## config.mk

```make
export PLATFORM = sky130hd
export DESIGN_NAME = control_mc_flat
export DESIGN_NICKNAME = d
export VERILOG_FILES = /design/src/rtl/control_mc_pkg.sv /design/src/rtl/control_mc_if.sv /design/src/rtl/control_mc_imm_gen.sv /design/src/rtl/control_mc.sv /design/src/flat_wrapper.sv
export SDC_FILE = /design/constraint.sdc
export NUM_CORES = 1
export LEC_CHECK = 0
export CAP_MARGIN = 15
export CORE_UTILIZATION = 38
export CTS_CLUSTER_DIAMETER = 50
export DETAILED_ROUTE_END_ITERATION = 12
export GPL_ROUTABILITY_DRIVEN = 0
export PLACE_DENSITY = 0.7
export SETUP_SLACK_MARGIN = 0.1
export SYNTH_ARGS = -nofsm -noshare
export SYNTH_HDL_FRONTEND = slang
export SYNTH_HIERARCHICAL = 1
export SYNTH_SLANG_ARGS = --single-unit
```

## constraint.sdc

```tcl
create_clock -name clk_i -period 1.92 [get_ports clk_i]
set_input_delay 0.384 -clock clk_i [delete_from_list [all_inputs] [get_ports clk_i]]
set_output_delay 0.384 -clock clk_i [all_outputs]
set_load 0.05 [all_outputs]
```

## src/rtl/control_mc_pkg.sv

```systemverilog
// Shared types and encodings for the multi-cycle RV32I control unit.
// Select and ALU-op codes are part of the datapath contract, so keep them stable.
package ctrl_pkg;

  typedef enum logic [2:0] {
    RESET  = 3'd0,
    FETCH  = 3'd1,
    DECODE = 3'd2,
    EXEC   = 3'd3,
    MEM    = 3'd4,
    WB     = 3'd5,
    HALT   = 3'd6
  } state_e;

  localparam logic [6:0] OPC_OP     = 7'b0110011;
  localparam logic [6:0] OPC_OP_IMM = 7'b0010011;
  localparam logic [6:0] OPC_LUI    = 7'b0110111;
  localparam logic [6:0] OPC_AUIPC  = 7'b0010111;
  localparam logic [6:0] OPC_JAL    = 7'b1101111;
  localparam logic [6:0] OPC_JALR   = 7'b1100111;
  localparam logic [6:0] OPC_BRANCH = 7'b1100011;
  localparam logic [6:0] OPC_LOAD   = 7'b0000011;
  localparam logic [6:0] OPC_STORE  = 7'b0100011;

  localparam logic [6:0] F7_BASE = 7'b0000000;
  localparam logic [6:0] F7_ALT  = 7'b0100000;

  localparam logic [3:0] ALU_OP_ADD    = 4'd0;
  localparam logic [3:0] ALU_OP_SUB    = 4'd1;
  localparam logic [3:0] ALU_OP_SLL    = 4'd2;
  localparam logic [3:0] ALU_OP_SLT    = 4'd3;
  localparam logic [3:0] ALU_OP_SLTU   = 4'd4;
  localparam logic [3:0] ALU_OP_XOR    = 4'd5;
  localparam logic [3:0] ALU_OP_SRL    = 4'd6;
  localparam logic [3:0] ALU_OP_SRA    = 4'd7;
  localparam logic [3:0] ALU_OP_OR     = 4'd8;
  localparam logic [3:0] ALU_OP_AND    = 4'd9;
  localparam logic [3:0] ALU_OP_PASS_B = 4'd10;
  // Branch compares (BLT/BLTU reuse SLT/SLTU); the result adder still forms PC+imm.
  localparam logic [3:0] ALU_OP_EQ     = 4'd11;
  localparam logic [3:0] ALU_OP_NE     = 4'd12;
  localparam logic [3:0] ALU_OP_GE     = 4'd13;
  localparam logic [3:0] ALU_OP_GEU    = 4'd14;

  localparam logic ALU_A_SEL_RS1 = 1'b0;
  localparam logic ALU_A_SEL_PC  = 1'b1;
  localparam logic ALU_B_SEL_RS2 = 1'b0;
  localparam logic ALU_B_SEL_IMM = 1'b1;

  localparam logic [1:0] REG_SEL_ALU = 2'd0;
  localparam logic [1:0] REG_SEL_MEM = 2'd1;
  localparam logic [1:0] REG_SEL_PC4 = 2'd2;

  localparam logic [1:0] PC_NEXT_SEL_SAME   = 2'd0;
  localparam logic [1:0] PC_NEXT_SEL_INC    = 2'd1;
  localparam logic [1:0] PC_NEXT_SEL_TARGET = 2'd2;

  function automatic logic [3:0] arith_op(input logic [2:0] funct3, input logic alt);
    case (funct3)
      3'b000:  arith_op = alt ? ALU_OP_SUB : ALU_OP_ADD;
      3'b001:  arith_op = ALU_OP_SLL;
      3'b010:  arith_op = ALU_OP_SLT;
      3'b011:  arith_op = ALU_OP_SLTU;
      3'b100:  arith_op = ALU_OP_XOR;
      3'b101:  arith_op = alt ? ALU_OP_SRA : ALU_OP_SRL;
      3'b110:  arith_op = ALU_OP_OR;
      default: arith_op = ALU_OP_AND;
    endcase
  endfunction

endpackage

```

## src/rtl/control_mc_if.sv

```systemverilog
// Instruction- and data-memory handshake bundle seen by the control unit.
interface control_mc_if;
  logic        fetch_req_o;
  logic        instr_valid_i;
  logic [31:0] instr_i;
  logic        mem_req_o;
  logic        mem_we_o;
  logic [1:0]  mem_size_o;
  logic        mem_unsigned_o;
  logic        mem_ack_i;

  modport master (
    output fetch_req_o, mem_req_o, mem_we_o, mem_size_o, mem_unsigned_o,
    input  instr_valid_i, instr_i, mem_ack_i
  );

  modport slave (
    input  fetch_req_o, mem_req_o, mem_we_o, mem_size_o, mem_unsigned_o,
    output instr_valid_i, instr_i, mem_ack_i
  );
endinterface

```

## src/rtl/control_mc_imm_gen.sv

```systemverilog
// Immediate extraction for the I/S/B/U/J formats, sign-extended from ir[31].
module imm_gen
  import ctrl_pkg::*;
#(
  parameter int unsigned XLEN = 32
) (
  input  logic [31:0]     ir,
  output logic [XLEN-1:0] imm
);

  logic signed [31:0] imm32;

  always_comb begin
    imm32 = '0;
    case (ir[6:0])
      OPC_OP_IMM, OPC_JALR, OPC_LOAD:
        imm32 = {{20{ir[31]}}, ir[31:20]};
      OPC_STORE:
        imm32 = {{20{ir[31]}}, ir[31:25], ir[11:7]};
      OPC_BRANCH:
        imm32 = {{19{ir[31]}}, ir[31], ir[7], ir[30:25], ir[11:8], 1'b0};
      OPC_LUI, OPC_AUIPC:
        imm32 = {ir[31:12], 12'b0};
      OPC_JAL:
        imm32 = {{11{ir[31]}}, ir[31], ir[19:12], ir[20], ir[30:21], 1'b0};
      default:
        imm32 = '0;
    endcase
  end

  assign imm = XLEN'(imm32);

endmodule

```

## src/rtl/control_mc.sv

```systemverilog
// Multi-cycle RV32I control unit: FETCH/DECODE/EXEC/MEM/WB over a latched IR,
// with req/ack memory handshakes, a wait watchdog and sticky halt conditions.
module control_mc
  import ctrl_pkg::*;
#(
  parameter int unsigned XLEN     = 32,
  parameter bit          RV32E    = 1'b0,
  parameter int unsigned WAIT_MAX = 15
) (
  input  logic            clk_i,
  input  logic            rstn_i,
  control_mc_if.master    bus,
  input  logic            alu_cond_i,
  output logic            wr_en_o,
  output logic [4:0]      rd_idx_o,
  output logic [4:0]      rs1_idx_o,
  output logic [4:0]      rs2_idx_o,
  output logic [XLEN-1:0] imm_data_o,
  output logic [3:0]      alu_op_o,
  output logic            alu_a_sel_o,
  output logic            alu_b_sel_o,
  output logic [1:0]      reg_sel_o,
  output logic            pc_we_o,
  output logic [1:0]      pc_next_sel_o,
  output logic            illegal_o,
  output logic            bus_err_o,
  output logic [2:0]      state_o
);

  localparam logic [7:0] WAIT_LAST = 8'(WAIT_MAX - 1);

  state_e      state_q, state_d;
  logic [31:0] ir_q;
  logic [7:0]  wait_q, wait_d;
  logic        illegal_q, bus_err_q;

  logic [6:0] opc, funct7;
  logic [2:0] funct3;
  logic       is_branch, is_load, is_store, is_jump;
  logic       legal, uses_rd, uses_rs1, uses_rs2, rv32e_bad, illegal_dec;
  logic       acked, waiting, timeout;

  assign opc       = ir_q[6:0];
  assign funct3    = ir_q[14:12];
  assign funct7    = ir_q[31:25];
  assign is_branch = (opc == OPC_BRANCH);
  assign is_load   = (opc == OPC_LOAD);
  assign is_store  = (opc == OPC_STORE);
  assign is_jump   = (opc == OPC_JAL) || (opc == OPC_JALR);

  assign rd_idx_o  = ir_q[11:7];
  assign rs1_idx_o = ir_q[19:15];
  assign rs2_idx_o = ir_q[24:20];

  imm_gen #(.XLEN(XLEN)) u_imm_gen (
    .ir  (ir_q),
    .imm (imm_data_o)
  );

  always_comb begin
    legal    = 1'b0;
    uses_rd  = 1'b1;
    uses_rs1 = 1'b1;
    uses_rs2 = 1'b0;
    case (opc)
      OPC_OP: begin
        uses_rs2 = 1'b1;
        legal    = (funct7 == F7_BASE) ||
                   ((funct7 == F7_ALT) && ((funct3 == 3'b000) || (funct3 == 3'b101)));
      end
      OPC_OP_IMM: begin
        case (funct3)
          3'b001:  legal = (funct7 == F7_BASE);
          3'b101:  legal = (funct7 == F7_BASE) || (funct7 == F7_ALT);
          default: legal = 1'b1;
        endcase
      end
      OPC_LUI, OPC_AUIPC, OPC_JAL: begin
        uses_rs1 = 1'b0;
        legal    = 1'b1;
      end
      OPC_JALR: legal = (funct3 == 3'b000);
      OPC_BRANCH: begin
        uses_rd  = 1'b0;
        uses_rs2 = 1'b1;
        legal    = (funct3 != 3'b010) && (funct3 != 3'b011);
      end
      OPC_LOAD: legal = (funct3 != 3'b011) && (funct3 != 3'b110) && (funct3 != 3'b111);
      OPC_STORE: begin
        uses_rd  = 1'b0;
        uses_rs2 = 1'b1;
        legal    = (funct3 <= 3'b010);
      end
      default: legal = 1'b0;
    endcase
  end

  // Only fields the format actually uses as register indices are range-checked.
  assign rv32e_bad   = RV32E && ((uses_rd && ir_q[11]) || (uses_rs1 && ir_q[19]) ||
                                 (uses_rs2 && ir_q[24]));
  assign illegal_dec = !legal || rv32e_bad;

  always_comb begin
    alu_op_o    = ALU_OP_ADD;
    alu_a_sel_o = ALU_A_SEL_RS1;
    alu_b_sel_o = ALU_B_SEL_IMM;
    reg_sel_o   = REG_SEL_ALU;
    case (opc)
      OPC_OP: begin
        alu_b_sel_o = ALU_B_SEL_RS2;
        alu_op_o    = arith_op(funct3, funct7[5]);
      end
      OPC_OP_IMM: alu_op_o = arith_op(funct3, (funct3 == 3'b101) && funct7[5]);
      OPC_LUI:    alu_op_o = ALU_OP_PASS_B;
      OPC_AUIPC:  alu_a_sel_o = ALU_A_SEL_PC;
      OPC_JAL: begin
        alu_a_sel_o = ALU_A_SEL_PC;
        reg_sel_o   = REG_SEL_PC4;
      end
      OPC_JALR:   reg_sel_o = REG_SEL_PC4;
      OPC_BRANCH: begin
        alu_a_sel_o = ALU_A_SEL_PC;
        case (funct3)
          3'b001:  alu_op_o = ALU_OP_NE;
          3'b100:  alu_op_o = ALU_OP_SLT;
          3'b101:  alu_op_o = ALU_OP_GE;
          3'b110:  alu_op_o = ALU_OP_SLTU;
          3'b111:  alu_op_o = ALU_OP_GEU;
          default: alu_op_o = ALU_OP_EQ;
        endcase
      end
      OPC_LOAD:   reg_sel_o = REG_SEL_MEM;
      default:    ;
    endcase
  end

  // Counter is zero in every cycle that is not a waiting handshake cycle, which
  // also clears it on FETCH/MEM entry; an ack on the last allowed cycle wins.
  assign acked   = ((state_q == FETCH) && bus.instr_valid_i) ||
                   ((state_q == MEM) && bus.mem_ack_i);
  assign waiting = ((state_q == FETCH) || (state_q == MEM)) && !acked;
  assign timeout = waiting && (wait_q >= WAIT_LAST);
  assign wait_d  = (waiting && !timeout) ? ((wait_q == '1) ? wait_q : wait_q + 8'd1) : '0;

  always_ff @(posedge clk_i or negedge rstn_i) begin
    if (!rstn_i) begin
      state_q   <= RESET;
      ir_q      <= '0;
      wait_q    <= '0;
      illegal_q <= 1'b0;
      bus_err_q <= 1'b0;
    end else begin
      state_q <= state_d;
      wait_q  <= wait_d;
      if ((state_q == FETCH) && bus.instr_valid_i) ir_q <= bus.instr_i;
      if ((state_q == DECODE) && illegal_dec) illegal_q <= 1'b1;
      if (timeout) bus_err_q <= 1'b1;
    end
  end

  always_comb begin
    state_d = state_q;
    case (state_q)
      RESET:  state_d = FETCH;
      FETCH: begin
        if (bus.instr_valid_i) state_d = DECODE;
        else if (timeout)      state_d = HALT;
      end
      DECODE: state_d = illegal_dec ? HALT : EXEC;
      EXEC: begin
        if (is_branch)                state_d = FETCH;
        else if (is_load || is_store) state_d = MEM;
        else                          state_d = WB;
      end
      MEM: begin
        if (bus.mem_ack_i) state_d = is_load ? WB : FETCH;
        else if (timeout)  state_d = HALT;
      end
      WB:      state_d = FETCH;
      default: state_d = HALT;
    endcase
  end

  always_comb begin
    bus.fetch_req_o = 1'b0;
    bus.mem_req_o   = 1'b0;
    bus.mem_we_o    = 1'b0;
    wr_en_o         = 1'b0;
    pc_we_o         = 1'b0;
    pc_next_sel_o   = PC_NEXT_SEL_SAME;
    case (state_q)
      FETCH: bus.fetch_req_o = 1'b1;
      EXEC: begin
        if (is_branch) begin
          pc_we_o       = 1'b1;
          pc_next_sel_o = alu_cond_i ? PC_NEXT_SEL_TARGET : PC_NEXT_SEL_INC;
        end
      end
      MEM: begin
        bus.mem_req_o = 1'b1;
        bus.mem_we_o  = is_store;
        if (bus.mem_ack_i && is_store) begin
          pc_we_o       = 1'b1;
          pc_next_sel_o = PC_NEXT_SEL_INC;
        end
      end
      WB: begin
        wr_en_o       = (rd_idx_o != 5'd0);
        pc_we_o       = 1'b1;
        pc_next_sel_o = is_jump ? PC_NEXT_SEL_TARGET : PC_NEXT_SEL_INC;
      end
      default: ;
    endcase
  end

  assign bus.mem_size_o     = funct3[1:0];
  assign bus.mem_unsigned_o = is_load && funct3[2];
  assign illegal_o          = illegal_q;
  assign bus_err_o          = bus_err_q;
  assign state_o            = state_q;

endmodule

```

## src/flat_wrapper.sv

```systemverilog
// flat-port wrapper written by rule: the top's interface ports become plain ports
module control_mc_flat import ctrl_pkg::*;
#(
  parameter int unsigned XLEN     = 32,
  parameter bit          RV32E    = 1'b0,
  parameter int unsigned WAIT_MAX = 15
)
  (clk_i, rstn_i, alu_cond_i, wr_en_o, rd_idx_o, rs1_idx_o, rs2_idx_o, imm_data_o, alu_op_o, alu_a_sel_o, alu_b_sel_o, reg_sel_o, pc_we_o, pc_next_sel_o, illegal_o, bus_err_o, state_o, bus_fetch_req_o, bus_mem_req_o, bus_mem_we_o, bus_mem_size_o, bus_mem_unsigned_o, bus_instr_valid_i, bus_instr_i, bus_mem_ack_i);
  control_mc_if bus_i ();
  input  logic clk_i;
  input  logic rstn_i;
  input  logic alu_cond_i;
  output logic wr_en_o;
  output logic [4:0] rd_idx_o;
  output logic [4:0] rs1_idx_o;
  output logic [4:0] rs2_idx_o;
  output logic [XLEN-1:0] imm_data_o;
  output logic [3:0] alu_op_o;
  output logic alu_a_sel_o;
  output logic alu_b_sel_o;
  output logic [1:0] reg_sel_o;
  output logic pc_we_o;
  output logic [1:0] pc_next_sel_o;
  output logic illegal_o;
  output logic bus_err_o;
  output logic [2:0] state_o;
  output wire logic [$bits(bus_i.fetch_req_o)-1:0] bus_fetch_req_o;
  output wire logic [$bits(bus_i.mem_req_o)-1:0] bus_mem_req_o;
  output wire logic [$bits(bus_i.mem_we_o)-1:0] bus_mem_we_o;
  output wire logic [$bits(bus_i.mem_size_o)-1:0] bus_mem_size_o;
  output wire logic [$bits(bus_i.mem_unsigned_o)-1:0] bus_mem_unsigned_o;
  input wire logic [$bits(bus_i.instr_valid_i)-1:0] bus_instr_valid_i;
  input wire logic [$bits(bus_i.instr_i)-1:0] bus_instr_i;
  input wire logic [$bits(bus_i.mem_ack_i)-1:0] bus_mem_ack_i;
  assign bus_fetch_req_o = bus_i.fetch_req_o;
  assign bus_mem_req_o = bus_i.mem_req_o;
  assign bus_mem_we_o = bus_i.mem_we_o;
  assign bus_mem_size_o = bus_i.mem_size_o;
  assign bus_mem_unsigned_o = bus_i.mem_unsigned_o;
  assign bus_i.instr_valid_i = bus_instr_valid_i;
  assign bus_i.instr_i = bus_instr_i;
  assign bus_i.mem_ack_i = bus_mem_ack_i;
  control_mc #(.XLEN(XLEN), .RV32E(RV32E), .WAIT_MAX(WAIT_MAX)) u_core (.clk_i(clk_i), .rstn_i(rstn_i), .bus(bus_i), .alu_cond_i(alu_cond_i), .wr_en_o(wr_en_o), .rd_idx_o(rd_idx_o), .rs1_idx_o(rs1_idx_o), .rs2_idx_o(rs2_idx_o), .imm_data_o(imm_data_o), .alu_op_o(alu_op_o), .alu_a_sel_o(alu_a_sel_o), .alu_b_sel_o(alu_b_sel_o), .reg_sel_o(reg_sel_o), .pc_we_o(pc_we_o), .pc_next_sel_o(pc_next_sel_o), .illegal_o(illegal_o), .bus_err_o(bus_err_o), .state_o(state_o));
endmodule
```

Word level (Yosys, flattened, before mapping)

Index checks and enable logic that the tools add are counted.

Flip-flop bits (word level): 45
Input bits: 37
Output and inout bits: 70
Word-level logic and storage cells: 105

Equality and inequality tests: 28
Reductions and logical operators: 33
$add $sub $neg: 1
$lt $le $gt $ge: 2
Mux-type cells: 36

Operators by type and width:

| kind                                                                  | number |
|---|---|
| 32-bit one-hot mux with 5 select lines                                | 1 |
| 4-bit one-hot mux with 7 select lines                                 | 2 |
| 7-bit by 6-bit equality test with 1-bit output, second input constant | 4 |
| 7-bit equality test, second input constant                            | 3 |
| 4-bit one-hot mux with 5 select lines                                 | 1 |
| 3-bit equality test, second input constant                            | 6 |
| 3-bit 2-to-1 mux                                                      | 6 |
| 8-bit 2-to-1 mux                                                      | 2 |
| 4-bit one-hot mux with 4 select lines                                 | 1 |
| 3-bit one-hot mux with 5 select lines                                 | 1 |
| 7-bit by 5-bit equality test with 1-bit output, second input constant | 2 |
| 1-bit 2-to-1 mux                                                      | 14 |
| 1-bit logical AND                                                     | 13 |
| 3-bit by 2-bit equality test with 1-bit output, second input constant | 4 |
| 3-bit OR reduction                                                    | 3 |
| 8-bit by 1-bit adder with 8-bit output, second input constant         | 1 |
| 8-bit equality test, second input constant                            | 1 |
| 8-bit by 4-bit >= comparator with 1-bit output, second input constant | 1 |
| 7-bit by 2-bit equality test with 1-bit output, second input constant | 1 |
| 7-bit zero test                                                       | 1 |
| 1-bit logical OR                                                      | 7 |
| 1-bit one-hot mux with 7 select lines                                 | 1 |
| 3-bit by 1-bit equality test with 1-bit output, second input constant | 2 |
| 3-bit zero test                                                       | 2 |
| other kinds (12)                                                      | 20 |

Longest topological paths before layout

Gate-level depths: netlist of run 1.

Word-level depth: 9
Depth in mapped cells: 7
Gate-level depth less buffers: 7

Hierarchy

The synthesis of run 1 kept the hierarchy.

Modules (own cells, without submodules):

| module     | times used | cells each | area an instance (um2) | sequential area each (um2) |
|---|---|---|---|---|
| control_mc | 1          | 226        | 2363.5                 | 1126.1 |
| imm_gen    | 1          | 73         | 581.8                  | 0.0 |

Least setup slack after synthesis of run 1

No wires, ideal clock.

Path type: reg2out
From: register u_core.state_q[1] (netlist: u_core/state_o[1])
To: output port pc_next_sel_o[0]
Slack: -1.219 ns
Buffers on the path: 0
Stages on the path, launching flop included: 6
Data arrival time: 2.755 ns
Data required time: 1.536 ns
Path through: dfrtp_1 inv_1 nand2_1 nor2_1 and3_1 a32o_1

Word-level cells in the longest chain between the ends: 2
Elaborated cells on any way between the ends: 4
Those cells by class: eq/ne: 3; mux: 1

Ends and longest elaborated chain:

| what                                                                                  | RTL line           | source |
|---|---|---|
| from (decl)                                                                           | control_mc.sv:32   | `state_e state_q, state_d;` |
| from (signal assigned)                                                                | control_mc.sv:153  | `state_q <= state_d;` |
| 3-bit equality test or 3-bit by 2-bit equality test with 1-bit output (tied branches) | control_mc.sv:191  | `case (state_q)` |
| 2-bit one-hot mux with 3 select lines (*)                                             | control_mc.sv:191  |  |
| to (decl)                                                                             | flat_wrapper.sv:23 | `output logic [1:0] pc_next_sel_o;` |

Mark *: on every way between the ends. The rest lies on a longest branch, timed or not.

Worst setup path after layout of run 1

From: register u_core.ir_q[6]
To: output port alu_op_o[1]

Word-level cells in the longest chain between the ends: 2
Elaborated cells on any way between the ends: 5
Those cells by class: eq/ne: 4; mux: 1

Ends and longest elaborated chain:

| what                                              | RTL line           | source |
|---|---|---|
| from (decl)                                       | control_mc.sv:33   | `logic [31:0] ir_q;` |
| from (signal assigned)                            | control_mc.sv:155  | `if ((state_q == FETCH) && bus.instr_valid_i) ir_q <= bus.instr_i;` |
| 7-bit equality test, or another cell as far along | -                  |  |
| 4-bit one-hot mux with 4 select lines (*)         | control_mc.sv:108  | `case (opc)` |
| to (decl)                                         | flat_wrapper.sv:18 | `output logic [3:0] alu_op_o;` |

Marks and branches as above.

==> impl_metrics.yaml, run 1 <==
setup_path:
  path_cells: "nand4b_1, nor3_4, buf_4, a21oi_2, o221ai_4, buf_12"
  critical_path_required_ps: 1540
  r2r_end: "u_core/state_o[0]"
  worstRegToRegCells: 7
  worstSetupPathType: "reg -> out"
  crit_family: "simple AND/OR/NAND/NOR gates"
  slowest_stage: "dfrtp_2"
  crit_path_max_incr_delay_ps: 440
  start_kind: "register"
  critPathLaunch: "u_core/ir_q[6]"
  path_buf_inv: 2
  worstPathArrival_ps: 1970
  ff2ff_setup_slack_ps: 40
  cp_max_fo: 5
  worst_setup_path_end_kind: "output port"
  r2r-start: "u_core/ir_q[6]"
min_path:
  hp-class: "in -> async"
timing:
  rsz0062_at_grt: "true"
  finalSetupViolations: 46
  finalWorstSetupSlack_ps: -432
  tightestPinTransition_ps: 676
  timing.fmax_ghz: 0.425
  slew_violations: 0
  period_needed_ps: 2350
  finalCritPeriodShare_pct: 122
  slew_headroom_pct: 54.5
  hold_viol: 0
  clock_skew_ps: 12.3
place:
  dp_cells: 519
  place_ws_ps: -172
  io_buffer_count: 106
  hpwl_um: 6880
finish:
  nNetsFinal: 486
  antenna_cells: 0
  layout_commonest_cell: "buf_12"
  final_cell_mix: "buf_12, buf_4, dfrtp_1, clkdlybuf4s50_1, mux2_1"
  area_delta_synth_final_pct: 92.6
  finalNonFillerCells: 547
  drive_gt1_share_pct: 53.6
routing:
  ant_nets: 0
  wl_um: 10500
  dr.pass1.iters: 4
  vias_per_cell: 5.51
  drc: 0
  wl_per_cell_um: 19.2
  vias: 3013
  first_iter_violations: 116
run:
  drv_cap: 0
synth:
  synth_top_cell_area_share_pct: 38.2
  syn_area_per_cell_um2: 9.85
  synth_edf_count: 0
  syn_inst: 299
  ys.flop_type: "dfrtp_1"
  synth.area.top_cells: "dfrtp_1, mux2_1, buf_4"
  yosysUniqueCellTypes: 62
  ys_seq_area_share_pct: 38.2
  synth-seq-cells: 45
  syn-cell-area_um2: 2950
  synth_top_cell_by_area: "dfrtp_1"
  ys_warn_count: 6
  synthArstFlopShare_pct: 100
cts:
  cts_buffer_depth: 2
  cts_hold_buf: 0
  cts_buffers: 5
  clkSinkCount: 45
  cts.clk_slew.worst_paths_ps: 100
  h-tree-depth: 2
  clk_latency_ps: 310
  cts_tree: "done"
  cts_root_buf: "clkbuf_8"
die:
  die-area_um2: 8110
  die_h_um: 90.0
  fp.dieW_um: 90.0
  row_count: 31
  ios: 107
  coreArea_um2: 7370
  initial_utilization_pct: 40.0
global_routing:
  globalRoute.totalOverflow: 0
  grt_pass1_vias: 3006
  grt_pass1_wl_um: 15500
  grt_start_max_net_pins: 26
  grtUsageTotal_pct: 23.9
  antenna_found_initial: 0
pwr:
  ir_drop_mv: 0.755
  leakage_nw: 2.34
  p_total_mw: 8.55
  power_density_nw_per_um2: 1510
run_status:
  violations: "setup timing"
  outcome: "complete, but fails checks"
[sequential cells by signal, indices dropped and copies added (netlist names)]
signal	flops
u_core/bus_err_o	1
u_core/state_o	3
u_core/wait_q	8
u_core/illegal_o	1
u_core/ir_q	32
[cell usage after synthesis, types with 2 or more instances]
library cell / instances
and2b_2: 8
a31oi_1: 3
ha_1: 2
and3_1: 5
xnor2_1: 2
o211ai_1: 2
nand3b_1: 2
o21a_1: 2
buf_6: 2
or3b_1: 2
and4b_1: 2
a22o_1: 6
dfrtp_1: 45
o221ai_1: 2
o32ai_1: 3
inv_1: 11
o21ai_1: 7
nand2b_1: 4
nor2b_1: 2
nand3_1: 16
and3b_1: 2
a21oi_1: 8
mux2_1: 29
buf_2: 6
nand4_1: 3
nand4b_1: 2
nor2_1: 15
o22ai_1: 3
nor3b_1: 3
clkbuf_1: 9
o21ai_0: 6
o2111ai_1: 2
nor4_1: 3
nand2_1: 15
a21o_1: 12
o21ai_2: 10
buf_4: 17
a32o_1: 2
[power by group]
part           leakage, nW  total, mW  internal (mW)  switching [mW]
combinational         1.76       5.97           2.60            3.37
clock               0.0439      0.611          0.252           0.359
sequential           0.531       1.97           1.35           0.616
[worst register-to-register path, delay by kind of cell, from the launching register on]
family / cells / cell delay (ps)
buffers and inverters: 2 / 260
AO/OA/AOI/OAI: 2 / 270
flip-flops: 1 / 440
AND/OR/NAND/NOR: 3 / 850
[per-layer routing]
| metal | up-vias | track usage, % | part of all wire [%] |
|---|---|---|---|
| met4 | 0 | 6.72 | 1.6 |
| met1 | 1513 | 29.6 | 41 |
| met5 | - | 0 | 0 |
| met2 | 107 | 42.4 | 52 |
| li1 | 1377 | - | - |
| met3 | 16 | 4.15 | 5.2 |
[what timing repair did]
item	4_1_cts	5_1_grt
pin swaps	17	15
gates resized for setup	55	40
setup endpoints to repair	55	49
cloned	1	1
buffers inserted	14	4
[metrics by stage]
stage	hold slack [ps]	setup TNS (ps)	utilization, %	area, um^2
floorplan	88.4	-1280	-	3250
global placement	400	-1110	68.7	5060
detailed placement	421	-1790	68.7	5060
CTS	91.7	-13450	74.0	5460
global route	113	-17310	77.0	5670
finish	58.1	-14780	77.0	5670
[final cells by class]
type,count,area (um^2)
Multi-Input combinational cell,212,2130
Fill cell,451,1700
Tap cell,99,124
Clock buffer,5,68.8
Clock inverter,3,17.5
Sequential cell,45,1140
Inverter,11,46.3
Timing Repair Buffer,172,2150
[how the worst max path moves through the flow]
stage                             to  slack, ps  cells past startpoint
finish                   alu_op_o[1]       -430                      6
global route             alu_op_o[1]       -520                      6
CTS                    imm_data_o[1]       -370                      7
detailed placement    imm_data_o[17]       -170                      5
global placement      imm_data_o[15]       -100                      5
floorplan           pc_next_sel_o[0]       -220                      5
[cells by family (layout without fill, tap and decap cells)]
kind of cell,Yosys count,in the layout,synth area share [%]
AOI/OAI and AO/OA,77,78,19.3
xor gates and xnor gates,3,3,0.892
adders and majority gates,2,2,0.849
buffers and inverters,45,191,8.67
DFF,45,45,38.2
muxes,30,30,11.6
other,1,3,0.127
and+or+nand+nor,96,96,20.3
No activity file was read; power rests on OpenSTA's default activity.
==> run 2, diff against run 1 <==
--- a/config.mk
+++ b/config.mk
@@ -10,9 +10,8 @@
 export CTS_CLUSTER_DIAMETER = 50
 export DETAILED_ROUTE_END_ITERATION = 12
 export GPL_ROUTABILITY_DRIVEN = 0
-export PLACE_DENSITY = 0.7
+export PLACE_DENSITY = 0.71
 export SETUP_SLACK_MARGIN = 0.1
 export SYNTH_ARGS = -nofsm -noshare
 export SYNTH_HDL_FRONTEND = slang
-export SYNTH_HIERARCHICAL = 1
 export SYNTH_SLANG_ARGS = --single-unit
==> impl_metrics.yaml, run 2 <==
run_status:
  outcome: "complete, but fails checks"
  violations: "setup timing"
synth:
  synth_edf_count: 0
  ys_warn_count: 0
  synth.area.top_cells: "dfrtp_1, mux2_2, buf_4"
  syn_inst: 284
  synth_top_cell_by_area: "dfrtp_1"
  ys.flop_type: "dfrtp_1"
  syn_area_per_cell_um2: 9.86
  synth_common_cells: "dfrtp_1, nand2_1, mux2_2, buf_4, nor2_1"
  synthArstFlopShare_pct: 100
  synth_top_cell_area_share_pct: 40.2
  syn-cell-area_um2: 2800
  synth-seq-cells: 45
  yosysUniqueCellTypes: 56
  synth_most_common_cell: "dfrtp_1"
  ys_seq_area_share_pct: 40.2
pwr:
  p_total_mw: 6.03
  ir_drop_mv: 1.15
  leakage_nw: 2.53
  power_density_nw_per_um2: 1080
cts:
  clk_latency_ps: 310
  cts_buffers: 5
  cts_root_buf: "clkbuf_8"
  cts.clk_slew.worst_paths_ps: 90
  cts_buffer_depth: 2
  h-tree-depth: 2
  cts_tree: "done"
  clkSinkCount: 45
timing:
  fin_hold_ws_ps: 485
  hold_viol: 0
  period_needed_ps: 2360
  finalSetupViolations: 49
  slew_headroom_pct: 65.4
  finalWorstSetupSlack_ps: -445
  slew_violations: 0
  tightestPinTransition_ps: 520
  timing.fmax_ghz: 0.423
  finalCritPeriodShare_pct: 123
  fin_tns_setup_ps: -14020
  rsz0062_at_grt: "true"
  clock_skew_ps: 4.29
finish:
  nFillCells: 376
  largest_reg_flops: 32
  final_cell_mix: "buf_4, buf_12, clkdlybuf4s50_1, dfrtp_1, mux2_4"
  drive_gt1_share_pct: 63.6
  antenna_cells: 0
  layout_commonest_cell: "buf_4"
  largest-register: "u_core.ir_q"
  final_util_pct: 80.3
  area_delta_synth_final_pct: 99.3
  nNetsFinal: 466
  finalInstanceArea_um2: 5580
  finalNonFillerCells: 524
global_routing:
  grt_start_max_net_pins: 33
  grt_pass1_wl_um: 15500
  antenna_found_initial: 0
  grt_pass1_vias: 2948
  globalRoute.totalOverflow: 0
  grtUsageTotal_pct: 26.8
die:
  initial_utilization_pct: 40.3
  ios: 107
  die_h_um: 87.8
  row_count: 30
  coreArea_um2: 6940
  fp.dieW_um: 87.8
  die-area_um2: 7710
setup_path:
  worst_setup_path_end_kind: "output port"
  critical_path_required_ps: 1540
  crit_family: "buffers and inverters"
  crit_path_max_incr_delay_ps: 460
  path_cells: "buf_6, nand4b_4, nor3_2, buf_4, o21ai_2, a221oi_4, buf_12"
  slowest_stage: "dfrtp_2"
  path_buf_inv: 3
  worstSetupPathType: "reg -> out"
  start_kind: "register"
  worstPathArrival_ps: 1980
  cp_max_fo: 6
routing:
  vias: 2900
  dr.pass1.iters: 4
  wl_per_cell_um: 20.0
  first_iter_violations: 181
  ant_nets: 0
  wl_um: 10500
  vias_per_cell: 5.53
  drc: 0
place:
  dp_cells: 499
  io_buffer_count: 106
  place_ws_ps: -171
  hpwl_um: 6980
  place_area_um2: 4910
run:
  drv_cap: 0
min_path:
  hp-class: "reg -> reg"
run 2: final timing paths:
kind,slack [ps],to,start,cells after the start
worst max-delay path,-440,alu_op_o[0],u_core.ir_q[4],7
worst min-delay path,480,u_core.bus_err_o,u_core.bus_err_o,1
worst max register to register,-110,u_core.state_o[0],u_core.ir_q[1],7
worst min register to register,480,u_core.bus_err_o,u_core.bus_err_o,1
max in group asynchronous,900,u_core.ir_q[6],rstn_i,3
min in group asynchronous,520,u_core.ir_q[30],rstn_i,2
run 2: logic make-up after synthesis:
group,share of synthesized area (%)
DFF,40.2
other,0.134
muxes,11.7
and+or+nand+nor,18.3
adders and majority gates,0.894
xor gates and xnor gates,0.313
buffers and inverters,9.88
AOI/OAI and AO/OA,18.6
run 2: layout make-up:
class | instances | area, um^2 | share of cell area, %
inverters | 11 | 48.8 | 0.875
multi-input cells | 198 | 2110 | 37.8
repair buffers | 166 | 2040 | 36.6
clock inverters | 3 | 48.8 | 0.875
flip-flops and latches | 45 | 1140 | 20.4
clock buffers | 5 | 68.8 | 1.23
well taps | 96 | 120 | 2.15
run 2: worst reg2reg max path, delay by kind of cell (launching register included):
kind	cells	cell delay (ps)
buffers and inverters	2	290
flip-flops	1	490
AND/OR/NAND/NOR	2	430
AO/OA/AOI/OAI	3	730
run 2: routing by layer:
layer / vias to the layer above / GRT usage, % / part of all wire [%]
li1: 1283 / - / -
met1: 1474 / 33.4 / 40
met2: 119 / 45.5 / 52
met3: 24 / 6.03 / 5.6
met4: 0 / 9.84 / 2.4
met5: - / 0 / 0
run 2: power by group:
part	internal (mW)	leakage, nW	total, mW	switching [mW]
combinational	1.51	1.92	3.40	1.89
clock	0.397	0.0563	0.766	0.369
sequential	1.30	0.557	1.86	0.555
run 2: timing repair:
action,CTS,global route
hold buffers,1,0
gates cloned,1,0
endpoints found under the hold margin,8,0
endpoints found under the setup margin,54,49
buffers inserted,8,9
resized for setup,83,31
pin swaps,29,18
